<file path="src/rtl/fifo_wr_arbiter.sv">
// fifo_wr_arbiter
//
// Shares the write port of a single syncfifo among N_REQ producers. Ownership is
// handed out round-robin. An owner keeps the port for at most BURST_MAX words and
// then gives it up. A full FIFO stalls the owner, and the owner keeps its turn.
//
// Ports
//   clk        rising-edge clock
//   rst        asynchronous reset, active-low
//   req        per-producer write request (held with stable data until granted)
//   req_dt     packed producer data, producer i in [i*DT_WIDTH +: DT_WIDTH]
//   f_full     syncfifo full flag
//   gnt        one-hot: producer's word is accepted this cycle
//   wrt_en     syncfifo write enable
//   wrt_dt     syncfifo write data
//   busy       high while a producer owns the port
//   cur_owner  current (or most recent) owner index

module fifo_wr_arbiter #(
    parameter int unsigned N_REQ     = 4,
    parameter int unsigned DT_WIDTH  = 8,
    parameter int unsigned BURST_MAX = 4,
    localparam int unsigned OWN_W    = $clog2(N_REQ),
    localparam int unsigned CNT_W    = $clog2(BURST_MAX + 1)
) (
    input  logic                      clk,
    input  logic                      rst,
    input  logic [N_REQ-1:0]          req,
    input  logic [N_REQ*DT_WIDTH-1:0] req_dt,
    input  logic                      f_full,
    output logic [N_REQ-1:0]          gnt,
    output logic                      wrt_en,
    output logic [DT_WIDTH-1:0]       wrt_dt,
    output logic                      busy,
    output logic [OWN_W-1:0]          cur_owner
);

    typedef enum logic [0:0] {StIdle, StOwn} state_e;

    state_e             state_q, state_d;
    logic [OWN_W-1:0]   owner_q, owner_d;
    logic [OWN_W-1:0]   last_owner_q, last_owner_d;
    logic [CNT_W-1:0]   burst_cnt_q, burst_cnt_d;

    logic [OWN_W-1:0]    pick;
    logic [OWN_W-1:0]    cand;
    logic                pick_found;
    logic [DT_WIDTH-1:0] owner_dt;
    logic                own_write;
    logic                burst_last;

    // The owner writes only when it still requests and the FIFO has room this cycle.
    // A full FIFO therefore always blocks the write, even if a read happens in the same cycle.
    assign own_write  = (state_q == StOwn) && req[owner_q] && !f_full;
    assign burst_last = (burst_cnt_q == CNT_W'(BURST_MAX - 1));

    // Round-robin pick: the first requester found when scanning upward from last_owner+1,
    // wrapping modulo N_REQ.
    always_comb begin
        pick       = last_owner_q;
        cand       = '0;
        pick_found = 1'b0;
        for (int unsigned k = 1; k <= N_REQ; k++) begin
            cand = OWN_W'((32'(last_owner_q) + k) % N_REQ);
            if (!pick_found && req[cand]) begin
                pick       = cand;
                pick_found = 1'b1;
            end
        end
    end

    // Data mux for the owner's slice.
    always_comb begin
        owner_dt = '0;
        for (int unsigned i = 0; i < N_REQ; i++) begin
            if (owner_q == OWN_W'(i)) begin
                owner_dt = req_dt[i*DT_WIDTH +: DT_WIDTH];
            end
        end
    end

    // State register.
    always_ff @(posedge clk or negedge rst) begin
        if (!rst) begin
            state_q      <= StIdle;
            owner_q      <= '0;
            last_owner_q <= OWN_W'(N_REQ - 1);
            burst_cnt_q  <= '0;
        end else begin
            state_q      <= state_d;
            owner_q      <= owner_d;
            last_owner_q <= last_owner_d;
            burst_cnt_q  <= burst_cnt_d;
        end
    end

    // Next-state logic.
    always_comb begin
        state_d      = state_q;
        owner_d      = owner_q;
        last_owner_d = last_owner_q;
        burst_cnt_d  = burst_cnt_q;
        unique case (state_q)
            StIdle: begin
                if (|req) begin
                    state_d     = StOwn;
                    owner_d     = pick;
                    burst_cnt_d = '0;
                end
            end
            StOwn: begin
                if (own_write && burst_last) begin
                    state_d      = StIdle;
                    last_owner_d = owner_q;
                    burst_cnt_d  = '0;
                end else if (!req[owner_q]) begin
                    // Owner let go. Priority still rotates past it, even if it wrote nothing.
                    state_d      = StIdle;
                    last_owner_d = owner_q;
                    burst_cnt_d  = '0;
                end else if (own_write) begin
                    burst_cnt_d = burst_cnt_q + CNT_W'(1);
                end
                // Otherwise the FIFO is full: hold owner and count.
            end
            default: state_d = StIdle;
        endcase
    end

    // Outputs. Because this path is purely combinational, an asynchronous reset clears
    // wrt_en and gnt at once, so a word in flight is not written.
    always_comb begin
        gnt       = '0;
        wrt_en    = 1'b0;
        wrt_dt    = '0;
        busy      = (state_q == StOwn);
        cur_owner = owner_q;
        if (own_write) begin
            gnt[owner_q] = 1'b1;
            wrt_en       = 1'b1;
            wrt_dt       = owner_dt;
        end
    end

endmodule
</file>
<file path="config.mk">
export PLATFORM = sky130hd
export DESIGN_NAME = fifo_wr_arbiter
export DESIGN_NICKNAME = d
export VERILOG_FILES = /design/src/rtl/fifo_wr_arbiter.sv
export SDC_FILE = /design/constraint.sdc
export NUM_CORES = 1
export LEC_CHECK = 0
export BUFFER_PORTS_ARGS = -buffer_cell sky130_fd_sc_hd__buf_4
export CAP_MARGIN = 20
export CORE_AREA = 2 2 48 50
export CTS_BUF_LIST = sky130_fd_sc_hd__clkbuf_8
export DETAILED_ROUTE_END_ITERATION = 8
export DIE_AREA = 0 0 50 52
export PLACE_DENSITY_LB_ADDON = 0.1
export SLEW_MARGIN = 5
export SYNTH_ARGS = -nofsm -noshare
export SYNTH_HDL_FRONTEND = slang
export SYNTH_SLANG_ARGS = --single-unit
export TNS_END_PERCENT = 50
</file>
<file path="constraint.sdc">
create_clock -name clk -period 1.7 [get_ports clk]
set_input_delay 0.17 -clock clk [delete_from_list [all_inputs] [get_ports clk]]
set_output_delay 0.17 -clock clk [all_outputs]
set_load 0.02 [all_outputs]
</file>
==> tab_implementation.tex, run 1 <==
\begin{tabular}{lr}
\hline
Metric & Value \\
\hline
\multicolumn{2}{l}{\textbf{Setup path}} \\
Worst Setup Path Type & flip-flop to primary output \\
Critical-path top delay cell & mux4\_2 \\
Worst reg2reg startpoint & cur\_owner[0]\$\_DFFE\_PN0P\_ \\
Critical path data arrival time & 1.65 ns \\
Crit path capture type & primary output \\
R2r setup slk & 0.03 ns \\
Count of cells along the worst register-to-register path & 4 \\
Reg-to-reg critical path endpoint & last\_owner\_q[0]\$\_DFFE\_PN1P\_ \\
Critical Path Max Stage Delay & 0.55 ns \\
Ordered cell list for the critical path & mux4\_2 -> nand3b\_4 -> inv\_6 -> and3\_4 -> buf\_6 \\
CP max FO & 11 \\
Data required time at the worst endpoint & 1.53 ns \\
Kind of start point of the critical path & flip-flop \\
\multicolumn{2}{l}{\textbf{Yosys}} \\
Synth Area in Compound Gates & 12.9\% \\
Synth warn & 0 \\
Net Count, Synth & 112 \\
Post-synthesis simple-gate area fraction & 20.6\% \\
Number of flops mapped to enable cells by yosys & 0 \\
Sequential share of the synthesized area & 25.9\% \\
Count of state elements after synthesis & 8 \\
Main combinational cell family by area after synthesis & multiplexers \\
Async set or reset register ratio after synthesis & 100\% \\
Post-Syn Instances & 71 \\
Mux cell area share after synthesis & 30.0\% \\
Synth unique cells & 33 \\
Primary FF master, synth & dfrtp\_1 \\
Post-Synthesis Cell Area & 783 µm² \\
Xor/xnor share of the synthesized area & 0\% \\
Syn Area/Cell & 11.0 µm² \\
Synthesized-area fraction occupied by adder cells & 3.19\% \\
\multicolumn{2}{l}{\textbf{Hold path}} \\
Hold EP & cur\_owner[0]\$\_DFFE\_PN0P\_ \\
Beginning of the worst hold path & req[0] \\
Number of stages on the worst hold path & 3 \\
Type of the most critical hold path & primary input to flip-flop \\
\multicolumn{2}{l}{\textbf{CTS}} \\
Worst skew pair latency & 0.23 ns \\
Number of H-tree levels & 1 \\
Clock transition at the registers of the reported paths & 0.04 ns \\
CTS tree & yes \\
Max clock buf depth & 2 \\
CTS buffer count & 3 \\
Clock sink total & 8 \\
Cell at the root of the clock tree & clkbuf\_8 \\
\multicolumn{2}{l}{\textbf{Timing}} \\
Number of hold violations in the final report & 0 \\
Final worst-path cycle share & 107\% \\
Minimum period implied by the final worst setup slack & 1.82 ns \\
Final slew viol count & 0 \\
Worst slack on hold paths & 0.246 ns \\
Headroom to the max-slew limit & 77.9\% \\
Setup repair after global routing missed its margin & yes \\
Setup Skew & 0.00790 ns \\
Post-route worst setup slack & -0.123 ns \\
Sum Neg Setup Slack & -1.20 ns \\
Fmax & 548 MHz \\
Slew at the pin closest to its max-slew limit & 0.332 ns \\
Final setup violating endpoints & 12 \\
\multicolumn{2}{l}{\textbf{Placed design}} \\
Detailed-placement wirelength estimate & 1610 µm \\
Port Buffers & 54 \\
Total cell area at the placement stage & 0.00123 mm² \\
Final weighted congestion of routability-driven global placement & 0.767 \\
\multicolumn{2}{l}{\textbf{Pwr}} \\
Static Leakage & 0.647 nW \\
Power density over the cells & 1360 mW/mm² \\
Worst voltage drop across the vdd grid & 1090 µV \\
\multicolumn{2}{l}{\textbf{Route}} \\
Post-route DRC & 0 \\
Total via count in the routed design & 800 \\
Routed Wire Length & 2010 µm \\
Router iterations before antenna repair & 4 \\
Routed length per instance & 12.6 µm \\
Via density per instance & 5.00 \\
Violation count after the first detailed-routing iteration & 8 \\
DRT antenna net count & 0 \\
\multicolumn{2}{l}{\textbf{Die}} \\
Number of top-level pins & 55 \\
DIE AREA & 0.00260 mm² \\
Die Ht & 52 µm \\
Core area & 0.00211 mm² \\
Die Width & 50 µm \\
Initial core utilization & 37.2\% \\
Number of standard-cell rows in the floorplan & 17 \\
\multicolumn{2}{l}{\textbf{Cells and area}} \\
Post-layout nets & 174 \\
N\_diodes & 0 \\
Area Overhead vs Synth & 75.2\% \\
Final Cell Area & 0.00137 mm² \\
Layout cells sized above 1 & 72.0\% \\
Filler cell count & 173 \\
Footprint of the flip-flops and latches & 204 µm² \\
Area taken by multi-input logic gates & 571 µm² \\
\multicolumn{2}{l}{\textbf{Run status}} \\
Violations in the final reports & negative setup slack \\
Status & finished, violations left \\
\multicolumn{2}{l}{\textbf{Global routing}} \\
Total Routing Usage GR & 16.5\% \\
Global-route wire length before repair & 3340 µm \\
Pin count of the biggest net entering global routing & 16 \\
Number of global-route vias before repair & 801 \\
Antenna violations before repair & 0 \\
Gr ovfl total & 0 \\
\multicolumn{2}{l}{\textbf{Job}} \\
Max-cap violation count & 0 \\
\hline
\end{tabular}
-- cells in the final DEF, fill, tap and decap left out, types with 2 or more instances in the layout --
cell	count
buf_4	55
mux4_2	9
and2_4	8
inv_1	6
buf_6	6
dfrtp_1	5
nor3_1	3
nor2_1	3
clkbuf_8	3
nor3b_2	2
nand2b_1	2
mux2_2	2
o32ai_1	2
ha_1	2
dfstp_2	2
-- synth_stat cells (2+ instances only) --
library cell	instances	area (µm²)
and2_1	9	56.3
mux4_2	9	203
dfrtp_1	6	150
inv_1	5	18.8
nor2_1	3	11.3
nor3_1	3	15.0
a22oi_1	2	15.0
buf_6	2	22.5
clkbuf_1	2	7.51
dfstp_2	2	52.6
ha_1	2	25.0
mux2_2	2	22.5
nand2b_1	2	12.5
nor3b_1	2	15.0
o32ai_1	2	17.5
-- cells by family after synthesis --
kind of cell | count (synthesis)
multiplexers | 12
adder cells (fa/ha/maj) | 2
AND/OR/NAND/NOR | 25
buffers and inverters | 11
AO/OA/AOI/OAI | 13
flip-flops | 8
-- metrics by stage --
| step | power (mW) | cells | util (%) | setup WS [ns] |
|---|---|---|---|---|
| 2_1_floorplan | 1.20 | 71 | - | -0.122 |
| 3_3_place_gp | 1.51 | 152 | 58.6 | 0.0774 |
| 3_5_place_dp | 1.52 | 152 | 58.6 | 0.0466 |
| 4_1_cts | 1.86 | 159 | 63.9 | -0.128 |
| 5_1_grt | 2.00 | 160 | 65.2 | -0.178 |
| 6_report | 1.87 | 160 | 65.2 | -0.123 |
-- registers in the layout, indices dropped and copies added (netlist names) --
register,flops
busy,1
last_owner_q,2
burst_cnt_q,3
cur_owner,2
-- where the power goes --
group          leakage [nW]  internal [mW]  switching (mW)
combinational         0.524          0.702           0.542
clock                0.0269          0.156          0.0726
sequential           0.0958          0.288           0.108
total                 0.647           1.15           0.722
-- worst max-delay path, delay by kind of cell, from the launching register on --
family,cells,cell delay [ns]
DFF,1,0.38
muxes,1,0.55
buffers and inverters,2,0.18
and+or+nand+nor,2,0.30
-- layout make-up --
type,count,share of cell area (%)
multi-input combinational,52,41.6
timing repair buffer,62,35.7
sequential,8,14.9
clock buffer,3,3.01
tap,28,2.55
inverter,6,2.01
clock inverter,1,0.273
-- routing by layer --
layer / vias up / share of wire, % / global-route usage, %
li1: 393 / - / -
met1: 366 / 39 / 17.1
met2: 39 / 51 / 31.6
met3: 2 / 9.3 / 3.74
met4: 0 / 0.70 / 6.94
met5: - / 0 / 0
-- what timing repair did --
item,4_1_cts,5_1_grt
hold buffers,1,0
endpoints found under the hold margin,8,0
endpoints found under the setup margin,13,17
gates resized for setup,10,5
setup buffers,2,1
-- how the worst max path moves through the flow --
stage	from	to	slack (ns)	cells past startpoint
after floorplan	cur_owner[0]$_DFFE_PN0P_	gnt[2]	-0.12	4
after global placement	cur_owner[0]$_DFFE_PN0P_	gnt[3]	0.08	5
after detailed placement	cur_owner[0]$_DFFE_PN0P_	gnt[3]	0.05	5
after CTS	cur_owner[0]$_DFFE_PN0P_	wrt_dt[2]	-0.13	4
after global routing	cur_owner[0]$_DFFE_PN0P_	gnt[3]	-0.18	5
final	cur_owner[0]$_DFFE_PN0P_	gnt[3]	-0.12	5
Power figures use the tool's default switching activity.
==> run 2, diff against run 1 <==
--- a/config.mk
+++ b/config.mk
@@ -7,11 +7,14 @@
 export LEC_CHECK = 0
 export BUFFER_PORTS_ARGS = -buffer_cell sky130_fd_sc_hd__buf_4
 export CAP_MARGIN = 20
-export CORE_AREA = 2 2 48 50
+export CELL_PAD_IN_SITES_DETAIL_PLACEMENT = 0
+export CELL_PAD_IN_SITES_GLOBAL_PLACEMENT = 2
+export CORE_AREA = 2 2 62 64
 export CTS_BUF_LIST = sky130_fd_sc_hd__clkbuf_8
 export DETAILED_ROUTE_END_ITERATION = 8
-export DIE_AREA = 0 0 50 52
+export DIE_AREA = 0 0 64 66
 export PLACE_DENSITY_LB_ADDON = 0.1
+export SKIP_LAST_GASP = 1
 export SLEW_MARGIN = 5
 export SYNTH_ARGS = -nofsm -noshare
 export SYNTH_HDL_FRONTEND = slang
==> run 2 against run 1 <==
  * The run still ends with negative setup slack left
  * Combinational power is essentially flat
  * Sequential share of layout area shrank 0.45 points
  * Setup slack lost 0.0015 ns
  * Clock power is essentially flat
  * Critical endpoint unchanged
  * Largest power group unchanged
==> tab_implementation.tex, run 2 (synthesized netlist as in run 1, its figures left out) <==
\begin{tabular}{lr}
\hline
Metric & Value \\
\hline
\multicolumn{2}{l}{\textbf{Pwr}} \\
Sw Pwr & 732 µW \\
Switching fraction of total power & 38.6\% \\
Static Leakage & 0.662 nW \\
Internal power & 1.16 mW \\
Relative contribution of the clock network to total power & 12.0\% \\
Sequential fraction of design power & 20.8\% \\
Final Total Pwr & 1.89 mW \\
Worst voltage drop across the vdd grid & 865 µV \\
Logic pwr share & 67.3\% \\
Power density over the cells & 1340 mW/mm² \\
\multicolumn{2}{l}{\textbf{Placed design}} \\
Minimum setup slack after placement & 0.00881 ns \\
Port Buffers & 54 \\
Final weighted congestion of routability-driven global placement & 0.700 \\
Placed Instances & 173 \\
Total cell area at the placement stage & 0.00127 mm² \\
Detailed-placement wirelength estimate & 1850 µm \\
\multicolumn{2}{l}{\textbf{Die}} \\
Die Width & 64 µm \\
Initial core utilization & 22.1\% \\
Core area & 0.00355 mm² \\
Die Ht & 66 µm \\
Number of top-level pins & 55 \\
Number of standard-cell rows in the floorplan & 22 \\
DIE AREA & 0.00422 mm² \\
\multicolumn{2}{l}{\textbf{Route}} \\
DRT antenna net count & 0 \\
Violation count after the first detailed-routing iteration & 11 \\
Via density per instance & 4.54 \\
Post-route DRC & 0 \\
Routed Wire Length & 2410 µm \\
Routed length per instance & 13.1 µm \\
Total via count in the routed design & 830 \\
Router iterations before antenna repair & 4 \\
\multicolumn{2}{l}{\textbf{Setup path}} \\
Critical path data arrival time & 1.65 ns \\
Count of cells along the worst register-to-register path & 4 \\
Kind of start point of the critical path & flip-flop \\
Crit path capture type & primary output \\
Reg-to-reg critical path endpoint & last\_owner\_q[1]\$\_DFFE\_PN1P\_ \\
CP max FO & 6 \\
Worst Setup Path Type & flip-flop to primary output \\
Data required time at the worst endpoint & 1.53 ns \\
R2r setup slk & 0.01 ns \\
Worst reg2reg startpoint & cur\_owner[0]\$\_DFFE\_PN0P\_ \\
\multicolumn{2}{l}{\textbf{Hold path}} \\
Hold EP & cur\_owner[0]\$\_DFFE\_PN0P\_ \\
Type of the most critical hold path & primary input to flip-flop \\
Number of stages on the worst hold path & 3 \\
Beginning of the worst hold path & req[0] \\
\multicolumn{2}{l}{\textbf{Timing}} \\
Slew at the pin closest to its max-slew limit & 0.331 ns \\
Worst slack on hold paths & 0.240 ns \\
Final slew viol count & 0 \\
Headroom to the max-slew limit & 77.9\% \\
Final worst-path cycle share & 107\% \\
Post-route worst setup slack & -0.125 ns \\
Final setup violating endpoints & 12 \\
Minimum period implied by the final worst setup slack & 1.82 ns \\
Sum Neg Setup Slack & -1.16 ns \\
Fmax & 548 MHz \\
Setup Skew & 0.00705 ns \\
Number of hold violations in the final report & 0 \\
Setup repair after global routing missed its margin & yes \\
\multicolumn{2}{l}{\textbf{CTS}} \\
CTS tree & yes \\
Number of H-tree levels & 1 \\
CTS buffer count & 3 \\
Clock sink total & 8 \\
Worst skew pair latency & 0.23 ns \\
Clock transition at the registers of the reported paths & 0.04 ns \\
Cell at the root of the clock tree & clkbuf\_8 \\
Max clock buf depth & 2 \\
\multicolumn{2}{l}{\textbf{Cells and area}} \\
Final Cell Area & 0.00142 mm² \\
Area Overhead vs Synth & 80.7\% \\
Number of standard cells in the final layout excluding fillers & 183 \\
Number of flip-flops in the largest register & 3 \\
Most common cell after layout, fill and taps aside & buf\_4 \\
Reg with most FFs & burst\_cnt\_q \\
N\_diodes & 0 \\
Highest-count cells in the layout ignoring fill and taps & buf\_4, mux4\_2, buf\_6 \\
Layout cells sized above 1 & 71.1\% \\
Post-layout util & 39.9\% \\
Post-layout nets & 177 \\
\multicolumn{2}{l}{\textbf{Global routing}} \\
Total Routing Usage GR & 11.8\% \\
Gr ovfl total & 0 \\
Antenna violations before repair & 0 \\
Pin count of the biggest net entering global routing & 16 \\
Global-route wire length before repair & 3980 µm \\
Number of global-route vias before repair & 859 \\
\multicolumn{2}{l}{\textbf{Run status}} \\
Status & finished, violations left \\
Violations in the final reports & negative setup slack \\
\multicolumn{2}{l}{\textbf{Job}} \\
Max-cap violation count & 0 \\
\hline
\end{tabular}
[run 2: cell count changes in the layout (fill, tap and decap cells not counted), sizes merged]
| cell | previous run | this run |
|---|---|---|
| inv | 7 | 8 |
| buf | 61 | 63 |
[run 2: layout make-up]
cell class,count,area (µm²)
fillers,346,2140
clock inverters,1,3.75
repair inverters,1,6.26
inverters,6,27.5
multi-input cells,52,556
repair buffers,64,517
clock buffers,3,41.3
flip-flops and latches,8,204
well taps,48,60.1
[run 2: worst max-delay path: stages, from the launching register on]
cell	delay, ns
dfrtp_2	0.37
mux4_2	0.55
nand3b_4	0.15
inv_6	0.06
and3_4	0.17
buf_6	0.12
[run 2: worst max path at each step]
stage	from	end	depth (start not counted)
final	cur_owner[0]$_DFFE_PN0P_	gnt[3]	5
after detailed placement	cur_owner[0]$_DFFE_PN0P_	gnt[3]	5
after CTS	cur_owner[0]$_DFFE_PN0P_	gnt[3]	5
after global routing	cur_owner[0]$_DFFE_PN0P_	gnt[1]	5
after global placement	cur_owner[0]$_DFFE_PN0P_	gnt[3]	5
after floorplan	cur_owner[0]$_DFFE_PN0P_	gnt[2]	4
[run 2: power groups by stage]
stage	Sequential [mW]	Clock, mW	Combinational [mW]
2_1_floorplan	0.409	0	0.789
3_3_place_gp	0.397	0	1.15
3_5_place_dp	0.399	0	1.16
4_1_cts	0.397	0.235	1.27
5_1_grt	0.411	0.245	1.38
6_report	0.393	0.227	1.27
[run 2: per-layer routing]
layer | part of all wire (%) | vias to the layer above | wire length (µm) | global-route usage, %
met5 | 0 | - | 0 | 0
met4 | 0.25 | 0 | 6 | 3.26
met3 | 7.9 | 2 | 189 | 2.21
met2 | 49 | 37 | 1190 | 22.0
met1 | 42 | 393 | 1020 | 13.8
li1 | - | 398 | - | -
[run 2: timing repair]
action	4_1_cts	5_1_grt
buffers inserted	3	1
setup endpoints to repair	13	18
endpoints found under the hold margin	8	0
hold buffers	1	0
cloned	1	0
resized for setup	12	4
pin swaps	0	2
==> run 3, diff against run 2 <==
--- a/config.mk
+++ b/config.mk
@@ -7,13 +7,14 @@
 export LEC_CHECK = 0
 export BUFFER_PORTS_ARGS = -buffer_cell sky130_fd_sc_hd__buf_4
 export CAP_MARGIN = 20
-export CELL_PAD_IN_SITES_DETAIL_PLACEMENT = 0
+export CELL_PAD_IN_SITES_DETAIL_PLACEMENT = 1
 export CELL_PAD_IN_SITES_GLOBAL_PLACEMENT = 2
 export CORE_AREA = 2 2 62 64
 export CTS_BUF_LIST = sky130_fd_sc_hd__clkbuf_8
 export DETAILED_ROUTE_END_ITERATION = 8
 export DIE_AREA = 0 0 64 66
 export PLACE_DENSITY_LB_ADDON = 0.1
+export REMOVE_ABC_BUFFERS = 1
 export SKIP_LAST_GASP = 1
 export SLEW_MARGIN = 5
 export SYNTH_ARGS = -nofsm -noshare
==> run 3 against run 2 <==
  * The flow still finishes with violations (negative setup slack)
  * Wire length is 6.1% higher
  * Setup slack worse by 0.00088 ns
  * Critical path depth stayed put
  * Cell count is 1.1% lower
  * Hold slack better by 0.0059 ns
  * Clock skew is 0.0068 ns lower
  * Power hardly changed
  * Flip-flop and latch count stayed put
  * Combinational power hardly changed
  * Largest cell class unchanged
  * Highest routed layer is now met3
==> tab_implementation.tex, run 3 (synthesized netlist as in run 1, its figures left out) <==
\begin{tabular}{lr}
\hline
Metric & Value \\
\hline
\multicolumn{2}{l}{\textbf{Hold path}} \\
Hold EP & cur\_owner[0]\$\_DFFE\_PN0P\_ \\
Type of the most critical hold path & primary input to flip-flop \\
Number of stages on the worst hold path & 3 \\
Beginning of the worst hold path & req[0] \\
\multicolumn{2}{l}{\textbf{Setup path}} \\
Kind of start point of the critical path & flip-flop \\
Worst Setup Path Type & flip-flop to primary output \\
Worst reg2reg startpoint & cur\_owner[0]\$\_DFFE\_PN0P\_ \\
Crit path capture type & primary output \\
Reg-to-reg critical path endpoint & last\_owner\_q[0]\$\_DFFE\_PN1P\_ \\
Count of cells along the worst register-to-register path & 4 \\
CP max FO & 11 \\
Critical path data arrival time & 1.66 ns \\
Data required time at the worst endpoint & 1.53 ns \\
R2r setup slk & 0 ns \\
\multicolumn{2}{l}{\textbf{Global routing}} \\
Gr ovfl total & 0 \\
Number of global-route vias before repair & 889 \\
Pin count of the biggest net entering global routing & 12 \\
Most utilized layer in the global route result & met2 \\
Total Routing Usage GR & 12.6\% \\
Met3 track demand over resource in global routing & 1.70\% \\
Met2 Use GR & 22.4\% \\
Antenna violations before repair & 0 \\
Global-route wire length before repair & 4260 µm \\
Met1 Use GR & 16.3\% \\
\multicolumn{2}{l}{\textbf{Die}} \\
Number of standard-cell rows in the floorplan & 22 \\
Core area & 0.00355 mm² \\
Die Ht & 66 µm \\
DIE AREA & 0.00422 mm² \\
Number of top-level pins & 55 \\
Initial core utilization & 22.1\% \\
Die Width & 64 µm \\
\multicolumn{2}{l}{\textbf{Placed design}} \\
Detailed-placement wirelength estimate & 2110 µm \\
Port Buffers & 54 \\
Total cell area at the placement stage & 0.00126 mm² \\
Minimum setup slack after placement & 0.0324 ns \\
Final weighted congestion of routability-driven global placement & 0.712 \\
\multicolumn{2}{l}{\textbf{Pwr}} \\
Worst voltage drop across the vdd grid & 642 µV \\
Final Total Pwr & 1.89 mW \\
Power density over the cells & 1340 mW/mm² \\
Internal power & 1.15 mW \\
Sequential fraction of design power & 21.1\% \\
Logic pwr share & 67.5\% \\
Relative contribution of the clock network to total power & 11.4\% \\
Static Leakage & 0.649 nW \\
Switching fraction of total power & 39.3\% \\
Sw Pwr & 745 µW \\
\multicolumn{2}{l}{\textbf{CTS}} \\
Clock transition at the registers of the reported paths & 0.04 ns \\
Clock sink total & 8 \\
Number of H-tree levels & 1 \\
Worst skew pair latency & 0.22 ns \\
Cell at the root of the clock tree & clkbuf\_8 \\
CTS buffer count & 3 \\
CTS tree & yes \\
Max clock buf depth & 2 \\
\multicolumn{2}{l}{\textbf{Timing}} \\
Final slew viol count & 0 \\
Post-route worst setup slack & -0.126 ns \\
Number of hold violations in the final report & 0 \\
Minimum period implied by the final worst setup slack & 1.83 ns \\
Sum Neg Setup Slack & -1.22 ns \\
Setup Skew & 0.000273 ns \\
Headroom to the max-slew limit & 74.8\% \\
Fmax & 548 MHz \\
Slew at the pin closest to its max-slew limit & 0.373 ns \\
Final worst-path cycle share & 107\% \\
Final setup violating endpoints & 14 \\
Setup repair after global routing missed its margin & yes \\
\multicolumn{2}{l}{\textbf{Cells and area}} \\
Area taken by multi-input logic gates & 556 µm² \\
Most common cell after layout, fill and taps aside & buf\_4 \\
N\_diodes & 0 \\
Area Overhead vs Synth & 80.2\% \\
Post-layout util & 39.7\% \\
Footprint of the flip-flops and latches & 203 µm² \\
Layout cells sized above 1 & 66.2\% \\
Reg with most FFs & burst\_cnt\_q \\
Number of flip-flops in the largest register & 3 \\
Post-layout nets & 176 \\
Filler cell count & 402 \\
Final Cell Area & 0.00141 mm² \\
Highest-count cells in the layout ignoring fill and taps & buf\_4, buf\_6, mux4\_2, and2\_1, dfrtp\_1 \\
\multicolumn{2}{l}{\textbf{Route}} \\
Router iterations before antenna repair & 2 \\
Routed length per instance & 14.1 µm \\
Via density per instance & 4.64 \\
Total via count in the routed design & 839 \\
Violation count after the first detailed-routing iteration & 14 \\
Post-route DRC & 0 \\
DRT antenna net count & 0 \\
Routed Wire Length & 2550 µm \\
\multicolumn{2}{l}{\textbf{Job}} \\
Max-cap violation count & 0 \\
\multicolumn{2}{l}{\textbf{Run status}} \\
Violations in the final reports & negative setup slack \\
Status & finished, violations left \\
\hline
\end{tabular}
[run 3: cell count changes in the layout (fill, tap and decap cells not counted), moves of 2 or more]
cell    before  now
and2_4       7    0
and2_1       2    9
buf_6        9   11
buf_4       54   52
[run 3: final cells by class]
| cell class | count | area share (%) |
|---|---|---|
| Clock buffer | 3 | 2.93 |
| Inverter | 6 | 1.95 |
| Multi-Input combinational cell | 52 | 39.4 |
| Sequential cell | 8 | 14.4 |
| Tap cell | 48 | 4.26 |
| Timing Repair Buffer | 64 | 37.1 |
[run 3: worst max-delay path, stage by stage, from the launching register on]
cell and delay (ns):
dfrtp_1 0.39, mux4_2 0.57, nand3b_4 0.13, inv_6 0.06, and3_4 0.17, buf_6 0.12
[run 3: metal layers]
metal  part of all wire (%)  up-vias
met3                    5.5        0
met4                      0        0
met2                     50       37
met1                     45      403
met5                      0        -
li1                       -      399
[run 3: repair_timing]
action	4_1_cts	5_1_grt
hold endpoints to repair	8	0
hold buffers	1	0
setup endpoints to repair	13	18
resized for setup	7	12
setup buffers	1	2
[run 3: metrics by stage]
step | std cells | hold WS, ns
after floorplan | 66 | -0.126
after global placement | 174 | -0.00788
after detailed placement | 174 | -0.00523
after CTS | 179 | 0.240
after global routing | 181 | 0.251
final | 181 | 0.246
[run 3: how the worst max path moves through the flow]
stage | slack (ns) | endpoint | from
after floorplan | -0.41 | gnt[3] | cur_owner[0]$_DFFE_PN0P_
after global placement | 0.06 | gnt[3] | cur_owner[0]$_DFFE_PN0P_
after detailed placement | 0.03 | gnt[3] | cur_owner[0]$_DFFE_PN0P_
after CTS | -0.13 | wrt_dt[3] | cur_owner[0]$_DFFE_PN0P_
after global routing | -0.18 | gnt[3] | cur_owner[0]$_DFFE_PN0P_
final | -0.13 | gnt[3] | cur_owner[0]$_DFFE_PN0P_
[run 3: power by group through the flow]
stage | Clock [mW] | Combinational [mW] | Sequential, mW
after detailed placement | 0 | 1.15 | 0.407
after floorplan | 0 | 0.600 | 0.496
after global routing | 0.240 | 1.39 | 0.417
after global placement | 0 | 1.14 | 0.402
after CTS | 0.227 | 1.20 | 0.403
final | 0.216 | 1.28 | 0.400
